## config.mk

```make
export PLATFORM = sky130hd
export DESIGN_NAME = freq_meter_mc_flat
export DESIGN_NICKNAME = d
export VERILOG_FILES = /design/src/rtl/freq_meter_mc_if.sv /design/src/rtl/freq_meter_mc.sv /design/src/flat_wrapper.sv
export SDC_FILE = /design/constraint.sdc
export NUM_CORES = 1
export LEC_CHECK = 0
export ABC_AREA = 1
export BUFFER_PORTS_ARGS = -buffer_cell sky130_fd_sc_hd__buf_4
export CAP_MARGIN = 20
export CORE_MARGIN = 4
export CORE_UTILIZATION = 45
export DETAILED_ROUTE_END_ITERATION = 8
export PLACE_DENSITY_LB_ADDON = 0.25
export RECOVER_POWER = 25
export SLEW_MARGIN = 20
export SYNTH_ARGS = -nofsm -noshare
export SYNTH_HDL_FRONTEND = slang
export SYNTH_SLANG_ARGS = --single-unit
```

## constraint.sdc

```tcl
create_clock -name clk -period 3.2 [get_ports clk]
set_clock_uncertainty 0.15 [all_clocks]
set_input_delay 0.48 -clock clk [delete_from_list [all_inputs] [get_ports clk]]
set_output_delay 0.48 -clock clk [all_outputs]
set_load 0.1 [all_outputs]
```

## src/rtl/freq_meter_mc_if.sv

```systemverilog
// freq_meter_mc_if: control/readout bundle for the multi-channel frequency meter.
// The ovf signal exists only when FMC_SAT_EN is defined.
interface freq_meter_mc_if #(
    parameter int NUM_CH = 4,
    parameter int CNT_W  = 32
);
    localparam int SEL_W = NUM_CH > 1 ? $clog2(NUM_CH) : 1;
    logic [NUM_CH-1:0] sig_in;
    logic              start;
    logic              cont_en;
    logic              abort;
    logic [SEL_W-1:0]  ch_sel;
    logic [CNT_W-1:0]  result;
`ifdef FMC_SAT_EN
    logic              ovf;
`endif
    logic              busy;
    logic              done;
    logic              valid;
    modport master (
`ifdef FMC_SAT_EN
        input  ovf,
`endif
        input  result, busy, done, valid,
        output sig_in, start, cont_en, abort, ch_sel
    );
    modport slave (
`ifdef FMC_SAT_EN
        output ovf,
`endif
        output result, busy, done, valid,
        input  sig_in, start, cont_en, abort, ch_sel
    );
endinterface

```

## src/rtl/freq_meter_mc.sv

```systemverilog
// freq_meter_mc: gated edge counter per channel with single/continuous windows.
// Define FMC_SAT_EN for saturating counters with per-channel overflow flags.
module freq_meter_mc #(
    parameter int NUM_CH      = 4,
    parameter int CNT_W       = 32,
    parameter int GATE_CYCLES = 50000000
) (
    input  logic            clk,
    input  logic            reset_n,
    freq_meter_mc_if.slave  bus
);
    localparam int SEL_W = NUM_CH > 1 ? $clog2(NUM_CH) : 1;
    localparam int NSEL  = 2 ** SEL_W;
    localparam int TW    = $clog2(GATE_CYCLES);
    typedef enum logic [1:0] {IDLE, GATE, DONE} state_t;
    state_t            state;
    logic [NUM_CH-1:0] s1, s2, s3, edge_d;
    logic [TW-1:0]     timer;
    logic [CNT_W-1:0]  cnt [NUM_CH];
    logic [CNT_W-1:0]  cnt_nxt [NUM_CH];
    // Padded to the full ch_sel range; unused entries stay zero for readout.
    logic [CNT_W-1:0]  res [NSEL];
    logic              busy, done, valid, go, last;
`ifdef FMC_SAT_EN
    logic [NUM_CH-1:0] sat, sat_nxt;
    logic [NSEL-1:0]   ovf_r;
`endif
    assign edge_d = s2 & ~s3;
    assign last   = timer == TW'(GATE_CYCLES - 1);
    // abort outranks any request to (re)enter GATE
    assign go     = !bus.abort && (state == IDLE ? (bus.start || bus.cont_en) :
                                   state == DONE ? bus.cont_en : 1'b0);
    always_comb begin
        for (int i = 0; i < NUM_CH; i++) begin
`ifdef FMC_SAT_EN
            cnt_nxt[i] = (edge_d[i] && cnt[i] != '1) ? cnt[i] + CNT_W'(1) : cnt[i];
            sat_nxt[i] = sat[i] | (edge_d[i] && cnt[i] == '1);
`else
            cnt_nxt[i] = cnt[i] + CNT_W'(edge_d[i]);
`endif
        end
    end
    always_ff @(posedge clk or negedge reset_n) begin
        if (!reset_n) begin
            state <= IDLE;
            s1    <= '0;
            s2    <= '0;
            s3    <= '0;
            timer <= '0;
            busy  <= 1'b0;
            done  <= 1'b0;
            valid <= 1'b0;
            for (int i = 0; i < NUM_CH; i++) cnt[i] <= '0;
            for (int i = 0; i < NSEL; i++) res[i] <= '0;
`ifdef FMC_SAT_EN
            sat   <= '0;
            ovf_r <= '0;
`endif
        end else begin
            s1   <= bus.sig_in;
            s2   <= s1;
            s3   <= s2;
            done <= 1'b0;
            if (go) begin
                state <= GATE;
                busy  <= 1'b1;
                timer <= '0;
                for (int i = 0; i < NUM_CH; i++) cnt[i] <= '0;
`ifdef FMC_SAT_EN
                sat <= '0;
`endif
            end else begin
                case (state)
                    GATE: begin
                        if (bus.abort) begin
                            state <= IDLE;
                            busy  <= 1'b0;
                        end else begin
                            timer <= timer + TW'(1);
                            for (int i = 0; i < NUM_CH; i++) cnt[i] <= cnt_nxt[i];
`ifdef FMC_SAT_EN
                            sat <= sat_nxt;
`endif
                            if (last) begin
                                state <= DONE;
                                done  <= 1'b1;
                                valid <= 1'b1;
                                for (int i = 0; i < NUM_CH; i++) res[i] <= cnt_nxt[i];
`ifdef FMC_SAT_EN
                                ovf_r[NUM_CH-1:0] <= sat_nxt;
`endif
                            end
                        end
                    end
                    DONE: begin
                        state <= IDLE;
                        busy  <= 1'b0;
                    end
                    default: state <= IDLE;
                endcase
            end
        end
    end
    assign bus.result = res[bus.ch_sel];
    assign bus.busy   = busy;
    assign bus.done   = done;
    assign bus.valid  = valid;
`ifdef FMC_SAT_EN
    assign bus.ovf    = ovf_r[bus.ch_sel];
`endif
endmodule

```

## src/flat_wrapper.sv

```systemverilog
// flat-port wrapper written by rule: the top's interface ports become plain ports
module freq_meter_mc_flat 
#(
    parameter int NUM_CH      = 4,
    parameter int CNT_W       = 32,
    parameter int GATE_CYCLES = 50000000
)
  (clk, reset_n, bus_result, bus_busy, bus_done, bus_valid, bus_sig_in, bus_start, bus_cont_en, bus_abort, bus_ch_sel);
  freq_meter_mc_if #(.NUM_CH(NUM_CH), .CNT_W(CNT_W)) bus_i ();
  input  logic clk;
  input  logic reset_n;
  output wire logic [$bits(bus_i.result)-1:0] bus_result;
  output wire logic [$bits(bus_i.busy)-1:0] bus_busy;
  output wire logic [$bits(bus_i.done)-1:0] bus_done;
  output wire logic [$bits(bus_i.valid)-1:0] bus_valid;
  input wire logic [$bits(bus_i.sig_in)-1:0] bus_sig_in;
  input wire logic [$bits(bus_i.start)-1:0] bus_start;
  input wire logic [$bits(bus_i.cont_en)-1:0] bus_cont_en;
  input wire logic [$bits(bus_i.abort)-1:0] bus_abort;
  input wire logic [$bits(bus_i.ch_sel)-1:0] bus_ch_sel;
  assign bus_result = bus_i.result;
  assign bus_busy = bus_i.busy;
  assign bus_done = bus_i.done;
  assign bus_valid = bus_i.valid;
  assign bus_i.sig_in = bus_sig_in;
  assign bus_i.start = bus_start;
  assign bus_i.cont_en = bus_cont_en;
  assign bus_i.abort = bus_abort;
  assign bus_i.ch_sel = bus_ch_sel;
  freq_meter_mc #(.NUM_CH(NUM_CH), .CNT_W(CNT_W), .GATE_CYCLES(GATE_CYCLES)) u_core (.clk(clk), .reset_n(reset_n), .bus(bus_i));
endmodule
```

After elaboration in Yosys (flattened, before gate mapping). Cells that the tools add are included.

Flip-flop bits (word level): 299. Bits in latches: 0. Memory bits (writable): 0. Memory bits (read-only): 0. Input bits: 11. Output and inout bits: 35. Word-level logic and storage cells: 64. Memories kept: 0.

Add/subtract/negate cells: 5. Multipliers: 0. Divide/modulo/power cells: 0. Magnitude comparators: 1. Eq/ne operators: 6. Shifts and indexed selects: 0. Mux-type cells: 22. Bitwise gates (word level): 5. Reductions and logical operators: 9.

Operator list (count): $mux W128 (3); $add A32 B1 Y32 (4); $mux W26 (3); $bmux W32 S2 (1); $mux W32 (2); $add A26 B1 Y26 const B (1); $eq A26 B26 Y1 const B (1); $mux W1 (8); $mux W2 (4); $and A4 B4 Y4 (1); $ne A4 B2 Y1 const B (1); $not A4 Y4 (1); $reduce_and A2 Y1 (2); $reduce_and A4 Y1 (1); $ge A3 B3 Y1 const B (1); $ne A3 B2 Y1 const B (1); $not A2 Y3 (1); $reduce_bool A3 Y1 (1); $eq A2 B1 Y1 const B (1); $eq A2 B2 Y1 const B (1); $logic_not A2 Y1 (1); $ne A2 B1 Y1 const B (1); $not A1 Y1 (2); $pmux W1 S2 (1); other kinds (4) (4).

Depth between registers and ports, before layout. Gate-level depths: netlist of the first run.

Depth after elaboration: 6. Gate-level depth with buffers: 13. Mapped depth without buffers: 13.

Worst setup path before layout of the first run. Ideal clock, no wire load.

Kind: input-to-output. Start: input port bus_ch_sel[1]. End: output port bus_result[11]. Arrival time: 2.573 ns. Data required time: 2.570 ns. Slack: -0.003 ns. Stages on the path: 5. Buffers on the path: 2. Cell sequence: inv_1 -> clkbuf_1 -> clkbuf_1 -> o21ai_0 -> o22ai_1.

Word-level cells in the longest chain between the ends: 4.

Ends and longest elaborated chain: start, declared (RTL line flat_wrapper.sv:20) `input wire logic [$bits(bus_i.ch_sel)-1:0] bus_ch_sel;`; $not A2 Y3 (not written as such) (RTL line freq_meter_mc.sv:104) `assign bus.result = res[bus.ch_sel];`; $bmux W32 S2 (RTL line freq_meter_mc.sv:104); $mux W32 (not written as such) (2 in series) (RTL line freq_meter_mc.sv:104); end, declared (RTL line flat_wrapper.sv:12) `output wire logic [$bits(bus_i.result)-1:0] bus_result;`.

No other way between the ends. The select of a mux whose other input is x is not followed.

Worst setup path in the final report of the first run.
Start: input port bus_ch_sel[0]. End: output port bus_result[21].

Same word-level chain as after synthesis.

==> results of run 1 <==
[per-stage QoR]
stage | area, µm² | hold slack [ns] | instances | util | power (W)
after floorplan | 16400 | 0.0344 | 2307 | - | 0.00432
after global routing | 18400 | 0.209 | 2824 | 0.515 | 0.00882
after CTS | 18400 | 0.198 | 2824 | 0.516 | 0.00864
after global placement | 17200 | 0.186 | 2760 | 0.482 | 0.00457
after detailed placement | 17200 | 0.186 | 2760 | 0.482 | 0.00457
final | 18400 | 0.196 | 2824 | 0.515 | 0.00854
[cell usage after synthesis, drive strengths merged]
master,number,share of area
nand2,1057,0.24
nor2,332,0.078
dfrtp,299,0.46
o21ai,162,0.053
inv,125,0.029
nand3b,53,0.024
xor2,45,0.024
o22ai,43,0.017
clkbuf,40,0.0093
nand3,40,0.013
buf,36,0.016
a21oi,32,0.0098
nand4,17,0.0065
ha,14,0.011
nor3,5,0.0018
xnor2,3,0.0016
and2,1,0.00038
clkinv,1,0.00023
o21bai,1,0.00046
or2,1,0.00038
[state kept, by name, summed over array words and instances (netlist names)]
signal            flops
u_core.cnt          128
u_core.res          128
u_core.timer         26
u_core.s1             4
u_core.s2             4
u_core.s3             4
u_core.state          2
u_core.bus.busy       1
u_core.bus.done       1
u_core.bus.valid      1
[metal layers]
metal | vias up | wire length (µm)
li1 | 7304 | -
met1 | 7117 | 20900
met2 | 389 | 22600
met3 | 99 | 2390
met4 | 0 | 2140
met5 | - | 0
[worst max path at each step]
stage | from | to | slack [ns] | cells after the start
3_3_place_gp | bus_ch_sel[0] | bus_result[21] | 0.64 | 6
4_1_cts | bus_ch_sel[0] | bus_result[29] | 0.60 | 6
3_5_place_dp | bus_ch_sel[0] | bus_result[29] | 0.60 | 6
6_report | bus_ch_sel[0] | bus_result[21] | 0.61 | 6
5_1_grt | reset_n | u_core.cnt[41] | 0.28 | 3
2_1_floorplan | bus_ch_sel[0] | bus_result[0] | 0.10 | 5
[cells by family (layout without fill, tap and decap cells)]
family	after synthesis	after routing	synth area share
adder cells (fa/ha/maj)	14	14	0.0108
AND/OR/NAND/NOR	1506	1506	0.369
AO/OA/AOI/OAI	238	238	0.0801
XOR/XNOR	48	48	0.0258
buffers and inverters	202	258	0.0542
flip-flops	299	299	0.460
[where the power goes]
part	total (W)	switching [W]	internal, W
clock network	0.00404	0.00161	0.00243
registers	0.00382	0.0000151	0.00381
logic	0.000679	0.000543	0.000137
total	0.00854	0.00216	0.00637
[area by class of cell]
cell class,count,share of cell area
Multi-Input combinational cell,1806,0.439
Sequential cell,299,0.407
Clock buffer,52,0.0595
Timing Repair Buffer,73,0.0336
Tap cell,461,0.0314
Inverter,126,0.0258
Clock inverter,7,0.00341
[worst max-delay path: cells and delay by family]
kind	cells	cell delay, ns
compound gates	1	0.18
simple gates	1	0.08
buf+inv	4	1.22
==> results.toml, run 1 <==
[global_route]
antenna_found_initial = 1
busiest_layer = "met2"
grt_max_degree = 130
grtUsageMet2 = 0.409
grt_use_met3 = 0.0361
grt_pass1_wl_um = 77700
use_met1 = 0.330
grt_pass1_vias = 14400
grt_usage = 0.249
grt.overflow.total = 0

[synth]
yosysSeqAreaShare = 0.460
synth_area_um2 = 16300
post_synth_num_cell_types = 32
syn-num-nets = 2332
synth.avg_cell_area_um2 = 7.06
yosys_warnings = 0
ys_seq_elements = 299
synthCells = 2307

[drt]
drt_iter0_drc = 1232
vias = 14900
drc = 0
routed_wl_um = 48000
wl_per_cell_um = 17.0
dr.pass1.iters = 5
detail-route-antenna-nets = 0
via_per_inst = 5.28

[timing]
worst_pin_slew_ns = 1.91
final_hold_viol_count = 0
max_clock_freq_mhz = 386
period_needed_ns = 2.59
worst_slack_ns = 0.608
period_share = 0.810
drv_slew = 68
fin_tns_setup_ns = 0
rsz0062_at_grt = "no"
setup_viol = 0
relSlewSlack = -0.274

[critical_path]
cpPeakStageDelay_ns = 0.45
arrival_ns = 1.96
r2r_cells = 10
crit_path_top_delay_cell = "inv_2"
r2r_slack_ns = 0.64
crit_path_frequent_cell = "buf_4"
path_cells = "buf_4, inv_2, buf_4, nor2_1, o22ai_2, buf_4"
cp_data_required_time_ns = 2.57
cp-start-kind = "input port"
r2r_end = "u_core.res[90]"
path_class = "in2out"
cp_max_fo = 36
crit_path_end_kind = "output port"
r2r_start = "u_core.state[0]"

[placed_design]
port_buffers = 45
preCtsSetupSlack_ns = 0.600
post-dp-hpwl_um = 34400
gp_congestion = 0.942

[power]
p_leak_nw = 8.69
ir_worst_vdd_mv = 0.247
pwr_density_cell_nw_per_um2 = 465

[floorplanning]
die_area_um2 = 39300
pin_count = 46
initial_core_util = 0.457
core_um2 = 35700
die_h_um = 198
rows = 69
die_x_um = 198

[final_layout]
fillers = 3540
drive_above_1_share = 0.0732
multi_input_area_um2 = 8060
final_common_cell = "nand2_1"
areaGrowthSynthToFinish_pct = 12.9
n_antenna_cell = 0
register_area_um2 = 7480
fin_nets = 2367
layout_common_cells = "nand2_1 (1056), nor2_1 (326), dfrtp_1 (299), inv_1 (123), o21ai_0 (120)"

[flow_run]
drv_cap = 1

[clock_network]
cts_hold_buffers = 5
cts_root_buffer = "clkbuf_16"
cts_resized = 0
cts_tree = "done"
post_cts_buffers = 0
clk_latency_ns = 0.54
cts_buffers = 36
cts.sinks = 299
htree_levels = 2
path_clk_slew_ns = 0.05
clk_path_buf_depth = 3

[hold_path]
hp-class = "reg2reg"
min_to = "u_core.s2[1]"
min_path_cells = 0
hold_path.startpoint = "u_core.s1[1]"

[status]
violations = "capacitance limit, slew limit"
status = "finished with violations"
Power figures use the tool's default switching activity.
==> inputs of run 2 (changes only) <==
==> constraint.sdc (replaced) <==
create_clock -name clk -period 2.1 [get_ports clk]
set_clock_uncertainty 0.15 [all_clocks]
set_input_delay 0.315 -clock clk [delete_from_list [all_inputs] [get_ports clk]]
set_output_delay 0.315 -clock clk [all_outputs]
set_load 0.1 [all_outputs]
==> run 2 against run 1 <==
The run now ends clean. Design area rose by 8.0%. Cell count is 3.0% higher. Via count increased by 4.2%. Count of clock-buffer cells in the layout shrank 5. Sequential power is 52% higher. Power rose by 57%. Critical path type is now reg2out.
==> results.toml, run 2 (same netlist as run 1, synthesis figures left out) <==
[drt]
dr.pass1.iters = 5
detail-route-antenna-nets = 0
drt_iter0_drc = 1406
via_per_inst = 5.34
wl_per_cell_um = 17.8
vias = 15500
drc = 0
routed_wl_um = 51800

[clock_network]
path_clk_slew_ns = 0.06
clk_path_buf_depth = 3
cts_tree = "done"
cts_buffers = 36
htree_levels = 2
clk_latency_ns = 0.55
cts_root_buffer = "clkbuf_16"
cts.sinks = 299

[floorplanning]
core_um2 = 35700
rows = 69
initial_core_util = 0.457
die_x_um = 198
die_area_um2 = 39300
die_h_um = 198
pin_count = 46

[final_layout]
design_area_um2 = 19800
areaGrowthSynthToFinish_pct = 21.9
final_common_cell = "nand2_1"
top_regs = "u_core.cnt x128, u_core.res x128, u_core.timer x26"
fillers = 3387
multi_input_area_um2 = 8640
layout_common_cells = "nand2_1 (1042), dfrtp_1 (298), nor2_1 (295), inv_1 (117), buf_4 (108)"
drive_above_1_share = 0.144
fin_nets = 2446
register_area_um2 = 7480
n_antenna_cell = 0

[hold_path]
hp-class = "in2reg"

[placed_design]
post-dp-hpwl_um = 36000
preCtsSetupSlack_ns = -0.0462
port_buffers = 45
dpl_cell_area_um2 = 18100
gp_congestion = 0.959

[timing]
period_share = 0.989
period_needed_ns = 2.08
drv_slew = 0
relSlewSlack = 0.356
fin_tns_setup_ns = 0
hold_ws_ns = 0.126
worst_slack_ns = 0.0238
worst_pin_slew_ns = 0.965
rsz0062_at_grt = "yes"
final_hold_viol_count = 0
max_clock_freq_mhz = 482
setup_viol = 0

[critical_path]
cp-start-kind = "flip-flop"
r2r_slack_ns = 0.03
cp_max_fo = 2
crit_path_end_kind = "output port"
path_class = "reg2out"
cp_data_required_time_ns = 1.63
cp-startpoint = "u_core.res[16]"
critPathCapture = "bus_result[16]"
r2r_start = "u_core.s3[2]"
arrival_ns = 1.61
r2r_end = "u_core.res[53]"
r2r_cells = 10

[global_route]
grt_pass1_vias = 14900
grt.overflow.total = 0
grt_max_degree = 59
antenna_found_initial = 0
grt_usage = 0.260
grt_pass1_wl_um = 80800

[power]
pwr_density_cell_nw_per_um2 = 676
ir_worst_vdd_mv = 0.602
p_leak_nw = 9.21

[status]
status = "completed"

[flow_run]
drv_cap = 0
==> run 2: critical path: stages (launching register included) <==
cell	delay, ns
dfrtp_1	0.42
nor2_1	0.27
o22ai_4	0.13
buf_4	0.24
==> run 2: timing repair <==
| action | CTS | global route |
|---|---|---|
| hold endpoints to repair | 234 | 0 |
| setup endpoints to repair | 47 | 203 |
| pin swaps | 0 | 16 |
| cloned | 0 | 3 |
| setup buffers | 0 | 8 |
| resized for setup | 42 | 124 |
| hold buffers | 5 | 0 |
==> run 2: routing by layer <==
metal / vias up / wire length [µm] / track usage
met2: 499 / 24000 / 0.416
met3: 97 / 3310 / 0.0373
met4: 0 / 1540 / 0.0829
li1: 7481 / - / -
met1: 7465 / 22900 / 0.366
met5: - / 0 / 0
==> run 2: layout make-up <==
type | count | area share
Clock inverter | 17 | 0.00939
Inverter | 126 | 0.0242
Timing Repair Buffer | 152 | 0.0743
Tap cell | 461 | 0.0291
Sequential cell | 299 | 0.377
Clock buffer | 47 | 0.0505
Multi-Input combinational cell | 1806 | 0.435
==> run 2: power breakdown <==
group	total (W)	switching [W]	internal, W
Sequential	0.00582	0.0000254	0.00580
Clock	0.00636	0.00261	0.00375
Combinational	0.00124	0.000919	0.000319
Total	0.0134	0.00355	0.00987
==> run 2: metrics by stage <==
stage	total power, W	util	cells
2_1_floorplan	0.00666	-	2307
3_3_place_gp	0.00712	0.508	2830
3_5_place_dp	0.00713	0.508	2830
4_1_cts	0.0135	0.545	2899
5_1_grt	0.0138	0.557	2908
6_report	0.0134	0.557	2908
==> run 2: worst min path at each step <==
stage | from | to | slack (ns) | cells after the start
floorplan | reset_n | u_core.bus.busy | -0.13 | 0
global route | bus_abort | u_core.timer[13] | 0.14 | 5
finish | bus_abort | u_core.timer[13] | 0.13 | 5
detailed placement | reset_n | u_core.cnt[96] | 0.13 | 1
CTS | bus_abort | u_core.timer[13] | 0.09 | 5
global placement | reset_n | u_core.s1[0] | 0.13 | 1
